===== config.mk =====
export PLATFORM = sky130hd
export DESIGN_NAME = regfile_mp
export DESIGN_NICKNAME = d
export VERILOG_FILES = /design/src/rtl/regfile_pkg.sv /design/src/rtl/regfile_rd_port.sv /design/src/rtl/regfile_mp.sv
export SDC_FILE = /design/constraint.sdc
export NUM_CORES = 2
export LEC_CHECK = 0
export CAP_MARGIN = 20
export CORE_MARGIN = 3
export CORE_UTILIZATION = 44
export DETAILED_ROUTE_END_ITERATION = 8
export PLACE_DENSITY_LB_ADDON = 0.3
export REMOVE_ABC_BUFFERS = 1
export SYNTH_ARGS = -nofsm -noshare
export SYNTH_HDL_FRONTEND = slang
export SYNTH_SLANG_ARGS = --single-unit

===== constraint.sdc =====
create_clock -name clk -period 1.8 [get_ports clk]
set_input_delay 0.54 -clock clk [delete_from_list [all_inputs] [get_ports clk]]
set_output_delay 0.54 -clock clk [all_outputs]
set_load 0.02 [all_outputs]

===== src/rtl/regfile_pkg.sv =====
// Shared constants and helpers for the multi-read-port MIPS32 register file.
// Default geometry, ABI register indices and a packed-vector slicing helper.
package regfile_pkg;

   localparam int RF_DW = 32;
   localparam int RF_AW = 5;

   localparam int unsigned REG_ZERO = 0;
   localparam int unsigned REG_AT   = 1;
   localparam int unsigned REG_V0   = 2;
   localparam int unsigned REG_A0   = 4;
   localparam int unsigned REG_T0   = 8;
   localparam int unsigned REG_S0   = 16;
   localparam int unsigned REG_T8   = 24;
   localparam int unsigned REG_K0   = 26;
   localparam int unsigned REG_GP   = 28;
   localparam int unsigned REG_SP   = 29;
   localparam int unsigned REG_FP   = 30;
   localparam int unsigned REG_RA   = 31;

   // Widest packed vector / field the slicing helper handles (4 ports x 64 bits).
   localparam int SLICE_VEC_W = 256;
   localparam int SLICE_OUT_W = 64;

   typedef logic [RF_AW-1:0] reg_idx_t;

   function automatic logic [SLICE_OUT_W-1:0] port_slice(
      input logic [SLICE_VEC_W-1:0] vec,
      input int unsigned            idx,
      input int unsigned            w
   );
      logic [SLICE_VEC_W-1:0] shifted;
      logic [SLICE_VEC_W-1:0] mask;
      shifted = vec >> (idx * w);
      mask    = ~({SLICE_VEC_W{1'b1}} << w);
      return SLICE_OUT_W'(shifted & mask);
   endfunction

endpackage


===== src/rtl/regfile_rd_port.sv =====
// One registered read port: read mux, same-cycle write bypass (REGFILE_BYPASS_EN),
// zero-register override and the output data/pending registers.
module regfile_rd_port
   import regfile_pkg::*;
#(
   parameter int DW       = RF_DW,
   parameter int AW       = RF_AW,
   parameter int ZERO_REG = 1
) (
   input  logic                   clk,
   input  logic                   rst_n,
   input  logic                   rd_en,
   input  logic [AW-1:0]          rd_addr,
   input  logic [(2**AW)*DW-1:0]  regs_flat,
   input  logic [(2**AW)-1:0]     pend_vec,
   input  logic                   wr_en,
   input  logic [AW-1:0]          wr_addr,
   input  logic [DW-1:0]          wr_data,
   input  logic                   pend_set,
   input  logic [AW-1:0]          pend_addr,
   output logic [DW-1:0]          rd_data,
   output logic                   rd_pend
);

   logic          is_zero;
   logic [DW-1:0] sel_data;
   logic          sel_pend;
   logic [DW-1:0] rd_data_d;
   logic [DW-1:0] rd_data_q;
   logic          rd_pend_d;
   logic          rd_pend_q;

   assign is_zero = (ZERO_REG != 0) && (rd_addr == '0);

   always_comb begin
      sel_data = regs_flat[int'(rd_addr) * DW +: DW];
      sel_pend = pend_vec[rd_addr];
`ifdef REGFILE_BYPASS_EN
      // A write landing this cycle retires its producer unless a newer one issues now.
      if (wr_en && (wr_addr == rd_addr)) begin
         sel_data = wr_data;
         sel_pend = pend_set && (pend_addr == rd_addr);
      end
`endif
      if (is_zero) begin
         sel_data = '0;
         sel_pend = 1'b0;
      end
   end

`ifndef REGFILE_BYPASS_EN
   logic unused_bypass_inputs;
   assign unused_bypass_inputs = ^{wr_en, wr_addr, wr_data, pend_set, pend_addr};
`endif

   always_comb begin
      rd_data_d = rd_data_q;
      rd_pend_d = rd_pend_q;
      if (rd_en) begin
         rd_data_d = sel_data;
         rd_pend_d = sel_pend;
      end
   end

   always_ff @(posedge clk or negedge rst_n) begin
      if (!rst_n) begin
         rd_data_q <= '0;
         rd_pend_q <= 1'b0;
      end else begin
         rd_data_q <= rd_data_d;
         rd_pend_q <= rd_pend_d;
      end
   end

   assign rd_data = rd_data_q;
   assign rd_pend = rd_pend_q;

endmodule


===== src/rtl/regfile_mp.sv =====
// Parametrised register file: NUM_RD registered read ports, one writeback port,
// per-register pending scoreboard. Optional same-cycle bypass: REGFILE_BYPASS_EN.
module regfile_mp
   import regfile_pkg::*;
#(
   parameter int DW       = RF_DW,
   parameter int AW       = RF_AW,
   parameter int NUM_RD   = 2,
   parameter int ZERO_REG = 1
) (
   input  logic                 clk,
   input  logic                 rst_n,
   input  logic [NUM_RD-1:0]    rd_en,
   input  logic [NUM_RD*AW-1:0] rd_addr,
   output logic [NUM_RD*DW-1:0] rd_data,
   output logic [NUM_RD-1:0]    rd_pend,
   input  logic                 wr_en,
   input  logic [AW-1:0]        wr_addr,
   input  logic [DW-1:0]        wr_data,
   input  logic                 pend_set,
   input  logic [AW-1:0]        pend_addr,
   output logic                 pend_any
);

   localparam int DEPTH = 2**AW;

   logic [DW-1:0]       regs_q [DEPTH];
   logic [DW-1:0]       regs_d [DEPTH];
   logic [DEPTH-1:0]    pend_q;
   logic [DEPTH-1:0]    pend_d;
   logic                pend_any_q;
   logic                pend_any_d;
   logic [DEPTH*DW-1:0] regs_flat;
   logic                wr_ok;
   logic                set_ok;

   assign wr_ok  = wr_en && !((ZERO_REG != 0) && (wr_addr == '0));
   assign set_ok = pend_set && !((ZERO_REG != 0) && (pend_addr == '0));

   always_comb begin
      regs_d = regs_q;
      if (wr_ok) begin
         regs_d[wr_addr] = wr_data;
      end
   end

   // Clear before set so a same-cycle reissue to the written register stays pending.
   always_comb begin
      pend_d = pend_q;
      if (wr_en) begin
         pend_d[wr_addr] = 1'b0;
      end
      if (set_ok) begin
         pend_d[pend_addr] = 1'b1;
      end
      pend_any_d = |pend_d;
   end

   always_ff @(posedge clk or negedge rst_n) begin
      if (!rst_n) begin
         for (int i = 0; i < DEPTH; i++) begin
            regs_q[i] <= '0;
         end
         pend_q     <= '0;
         pend_any_q <= 1'b0;
      end else begin
         regs_q     <= regs_d;
         pend_q     <= pend_d;
         pend_any_q <= pend_any_d;
      end
   end

   assign pend_any = pend_any_q;

   for (genvar r = 0; r < DEPTH; r++) begin : g_flat
      assign regs_flat[r*DW +: DW] = regs_q[r];
   end

   for (genvar i = 0; i < NUM_RD; i++) begin : g_rd
      logic [AW-1:0] port_addr;

      assign port_addr = AW'(port_slice(SLICE_VEC_W'(rd_addr), i, AW));

      regfile_rd_port #(
         .DW       (DW),
         .AW       (AW),
         .ZERO_REG (ZERO_REG)
      ) u_port (
         .clk       (clk),
         .rst_n     (rst_n),
         .rd_en     (rd_en[i]),
         .rd_addr   (port_addr),
         .regs_flat (regs_flat),
         .pend_vec  (pend_q),
         .wr_en     (wr_en),
         .wr_addr   (wr_addr),
         .wr_data   (wr_data),
         .pend_set  (pend_set),
         .pend_addr (pend_addr),
         .rd_data   (rd_data[i*DW +: DW]),
         .rd_pend   (rd_pend[i])
      );
   end

endmodule


==> Yosys cells after proc, flatten, opt, wreduce, memory -nomap -nowiden <==
Index checks and enable logic that the tools add are counted.
{ "classes": {"reduce_logical": 12, "bitwise": 4, "order_cmp": 8, "shift": 2, "n_mux": 17} }
{ "ops": {"columns": ["cell", "n"], "rows": [
  ["1024-bit by 11-bit variable part select with 32-bit output", 2],
  ["1024-bit bitwise mux", 1],
  ["32-bit demux with 5-bit select", 1],
  ["32-bit two-way mux", 5],
  ["32-bit bitwise AND", 1],
  ["32-bit NOT", 1],
  ["32-bit OR", 1],
  ["32-bit OR reduction", 1],
  ["5-bit by 6-bit less-than comparator with 1-bit output (second input constant)", 4],
  ["5-bit zero test", 4],
  ["1-bit binary-select mux with 5-bit select", 2],
  ["1-bit demux with 5-bit select", 2],
  ["5-bit by 1-bit greater-or-equal comparator with 1-bit output (second input constant)", 2],
  ["6-bit greater-or-equal comparator (second input constant)", 1],
  ["6-bit by 1-bit less-than comparator with 1-bit output (second input constant)", 1],
  ["1-bit two-way mux", 6],
  ["5-bit NOT with 6-bit output", 1],
  ["1-bit logical AND", 5],
  ["1-bit zero test", 2]
]} }
{ "totals": {"in_bits": 58, "ff_bits": 1123} }

==> Depth between registers and ports, before layout <==
{ "depth": {"word_depth": 10, "ltp_mapped": 9, "mapped_depth_nobuf": 5} }

==> By module <==
From an unflattened synthesis, not the netlist that was laid out.
{ "unflattened": {"hier_cells": 4238, "area_unflattened_um2": 58981.6} }
{ "by_module_without_submodules": {"columns": ["module", "cells_each", "n_inst", "area_each_um2"], "rows": [
  ["regfile_mp", 2472, 1, 39633.0],
  ["regfile_rd_port", 883, 2, 9674.3]
]} }

==> Worst setup path after synthesis <==
No wires, ideal clock.
{ "synth_timing": {"path_type": "input-to-reg", "start": "input port rd_addr[5]", "end": "register g_rd[1].u_port.rd_data_q[11]", "setup_time_ps": 122, "path_slack_ps": -309, "path_stages": 7, "t_arrival_ps": 1987, "path_cell_list": "buf_6 > buf_4 > buf_2 > mux4_2 > nor2_1 > a22oi_1 > a32o_1"} }
{ "synth_via": {"elab_chain_cells": 2, "word_cells_on_any_way": 3} }
{ "synth_rtl": {"columns": ["element", "line_no", "source"], "rows": [
  ["from (decl)", "regfile_mp.sv:14", "input logic [NUM_RD*AW-1:0] rd_addr,"],
  ["1024-bit by 11-bit variable part select with 32-bit output / 5-bit zero test (equally long branches)", "regfile_rd_port.sv:36, regfile_rd_port.sv:33", null],
  ["32-bit two-way mux *", "regfile_rd_port.sv:45", "if (is_zero) begin"],
  ["to (signal assigned)", "regfile_rd_port.sv:70", "rd_data_q <= rd_data_d;"],
  ["to (decl)", "regfile_rd_port.sv:29", "logic [DW-1:0] rd_data_q;"]
]} }
Mark *: on every way between the ends. The rest lies on a longest branch, timed or not.
A chain may end at the register's enable or synchronous reset.

==> Final worst setup path <==
{ "layout_timing": {"start": "register g_rd[0].u_port.rd_data_q[24]", "end": "output port rd_data[24]"} }
{ "layout_lines": {"columns": ["element", "line_no", "source"], "rows": [
  ["from (decl)", "regfile_rd_port.sv:29", null],
  ["from (signal assigned)", "regfile_rd_port.sv:70", null],
  ["to (decl)", "regfile_mp.sv:15", "output logic [NUM_RD*DW-1:0] rd_data,"]
]} }
No word-level cell between the ends.

==> flow_summary.json <==
{
  "ys_seq_area_frac": 0.477,
  "critPathCapture": "rd_data[24]",
  "worstPathMaxFanout": 2,
  "async_flop_share": 1.00,
  "clkLatencyLatePin_ns": 0.74,
  "r2r_cells": 4,
  "syn_to_final_growth_pct": 22.0,
  "nNetsFinal": 4626,
  "cp.required_ns": 1.26,
  "maxCapViolations": 0,
  "synthTopCellsByCount": "1123 x dfrtp_1, 989 x mux2_2, 396 x mux4_2, 330 x mux2i_1, 279 x nor2_1",
  "startpoint": "g_rd[0].u_port.rd_data[24]$_DFFE_PN0P_",
  "num_rows": 133,
  "yosys.area.top_type": "dfrtp_1",
  "grt_setup_unrepaired": "yes",
  "r2r_slack_ns": 0.07,
  "cts_buffer_depth": 3,
  "fmax_ghz": 0.515,
  "synth_top_family_by_area": "multiplexers",
  "synth_top_area_share": 0.477,
  "start_kind": "register",
  "io_buffer_count": 124,
  "synth_edf_count": 0,
  "cp_top_family": "flip-flops",
  "die_width_um": 372,
  "cts_buffers": 120,
  "crit_chain": "buf_6",
  "dp_slack_ns": -1.05,
  "synthTopCellsByArea": "dfrtp_1 48%, mux2_2 19%, mux4_2 15%",
  "hold_ws_ns": 0.398,
  "grt_max_degree": 91,
  "firstDrtPassIters": 6,
  "status": "finished, violations left",
  "ys_warn_count": 0,
  "r2r-end": "g_rd[1].u_port.rd_data[30]$_DFFE_PN0P_",
  "io_pins": 125,
  "ant_nets": 0,
  "synthMuxAreaShare": 0.397,
  "ir_drop_v": 0.000821,
  "fp.dieH_um": 372,
  "dieArea_mm2": 0.138,
  "detail_route.iter0.violations": 3646,
  "placed_area_mm2": 0.0670,
  "slew_violations": 0,
  "grt_usage": 0.267,
  "grt_pass1_vias": 41493,
  "syn_area_per_cell_um2": 14.0,
  "h-tree-depth": 3,
  "wire_per_inst_um": 28.4,
  "gp_congestion": 0.876,
  "yosysUniqueCellTypes": 49,
  "synth_compound_area_frac": 0.0604,
  "layout_setup_ws_ns": -0.140,
  "fin_area_mm2": 0.0719,
  "worst_pin_slew_ns": 0.668,
  "endpoint_kind": "primary output",
  "root_buffer": "clkbuf_16",
  "worstSetupPathType": "reg -> out",
  "drc_errors": 0,
  "worstPathArrival_ns": 1.40,
  "power_leakage_nw": 31.5,
  "critPathBufInv": 1,
  "viasPerCell": 6.26,
  "dp_hpwl_um": 122000,
  "finalHoldViolCount": 0,
  "clk_pin_slew_ns": 0.07,
  "ys.flop_type": "dfrtp_1",
  "grt_pass1_wl_um": 275000,
  "start_util": 0.445,
  "drive_gt1_frac": 0.496,
  "synth_most_common_cell": "dfrtp_1",
  "clkSinkCount": 1123,
  "violations": "negative setup slack",
  "ys_seq_elements": 1123,
  "post-route-period-util": 1.08,
  "synthesis.area_mm2": 0.0589,
  "core_area_mm2": 0.132,
  "synthAdderAreaFrac": 0,
  "drt-total-wl_um": 183000,
  "finalSetupViolCount": 64,
  "antenna_found_initial": 4,
  "r2r_start": "regs_flat[510]$_DFFE_PN0P_",
  "min_path_type": "reg -> reg",
  "finClkSkew_ns": 0.0165,
  "slowest_stage": "dfrtp_2",
  "period_needed_ns": 1.94,
  "fillers": 10815,
  "overflow": 0,
  "syn_inst": 4215,
  "synthXorXnorAreaFrac": 0,
  "cp_num_cells": 1,
  "cts_tree": "yes",
  "slew_headroom": 0.555,
  "synth-simple-area-share": 0.0286,
  "cpPeakStageDelay_ns": 0.49,
  "p_per_area_mw_per_mm2": 1060,
  "vias": 40208
}
[kinds of logic (layout without fill, tap and decap cells)]
logic type | Yosys count | after routing
multiplexers | 1718 | 1718
flip-flops | 1123 | 1123
AO/OA/AOI/OAI | 507 | 507
buffers and inverters | 473 | 927
AND/OR/NAND/NOR | 394 | 394
other | 0 | 1
[flip-flops by register name (all words and copies together) (netlist names)]
signal               flops
g_rd.u_port.rd_data     64
regs_flat             1024
g_rd.u_port.rd_pend      2
pend_any                 1
pend_q                  32
[stage by stage]
stage	util	TNS [ns]	std cells	power, mW
final	0.544	-3.15	6425	76.2
after global routing	0.544	-5.70	6425	79.6
after CTS	0.543	-6.44	6419	76.5
after detailed placement	0.507	-751.87	6157	49.9
after global placement	0.507	-738.79	6157	49.1
after floorplan	-	-770.57	3755	43.0
[report_power, final]
group          total, mW  switching, mW  internal, mW
Sequential          33.6           3.57          30.0
Combinational       16.3           6.46          9.80
Clock               26.3           10.7          15.6
Total               76.2           20.8          55.4
[cells in the final DEF (no fill, tap or decap), drive strengths merged, types with 4 or more instances in the layout]
cell | synthesis | routed
a2111oi | 4 | 4
a211oi | 64 | 64
a22oi | 64 | 64
a32o | 64 | 64
buf | 272 | 640
bufbuf | 0 | 4
bufinv | 0 | 15
clkbuf | 188 | 164
clkdlybuf4s50 | 0 | 40
clkinv | 0 | 32
clkinvlp | 0 | 8
dfrtp | 1123 | 1123
dlygate4sd2 | 0 | 5
inv | 13 | 17
mux2 | 992 | 992
mux2i | 330 | 330
mux4 | 396 | 396
nand2 | 60 | 60
nand2b | 4 | 4
nand3 | 6 | 6
nand4 | 7 | 7
nor2 | 280 | 280
nor2b | 4 | 4
nor4 | 4 | 4
o2111ai | 11 | 11
o21ai | 92 | 92
o22ai | 196 | 196
[worst min-delay path by stage]
stage,startpoint,cells after the start,to,slack [ns]
after floorplan,rst_n,0,g_rd[0].u_port.rd_data[0]$_DFFE_PN0P_,0.24
after global placement,regs_flat[25]$_DFFE_PN0P_,0,regs_flat[25]$_DFFE_PN0P_,0.38
after detailed placement,regs_flat[28]$_DFFE_PN0P_,0,regs_flat[28]$_DFFE_PN0P_,0.39
after CTS,regs_flat[26]$_DFFE_PN0P_,0,regs_flat[26]$_DFFE_PN0P_,0.40
after global routing,regs_flat[14]$_DFFE_PN0P_,0,regs_flat[14]$_DFFE_PN0P_,0.41
final,regs_flat[26]$_DFFE_PN0P_,0,regs_flat[26]$_DFFE_PN0P_,0.40
[metal layers]
| metal | vias to the layer above | routed length (um) | GRT usage |
|---|---|---|---|
| met1 | 21510 | 78200 | 0.379 |
| met5 | - | 29 | 0 |
| li1 | 16820 | - | - |
| met3 | 335 | 14100 | 0.0510 |
| met2 | 1539 | 84200 | 0.413 |
| met4 | 4 | 6200 | 0.0901 |
[final cells by class]
class	instances	area (um2)	share of cell area
sequential	1123	28100	0.391
timing repair buffer	691	8380	0.117
antenna	1	2.50	0.0000348
multi-input combinational	2619	29000	0.403
clock inverter	59	706	0.00981
clock buffer	164	3480	0.0484
tap	1755	2200	0.0305
inverter	13	48.8	0.000679
[repair_timing]
action                     in CTS  in global routing
gates cloned                    4                  0
pin swaps                       4                  0
hold endpoints to repair      288                  0
setup endpoints to repair     229                104
hold buffers                    1                  0
setup buffers                  35                  6
gates resized for setup       449                 17
No activity file was read; power rests on OpenSTA's default activity.
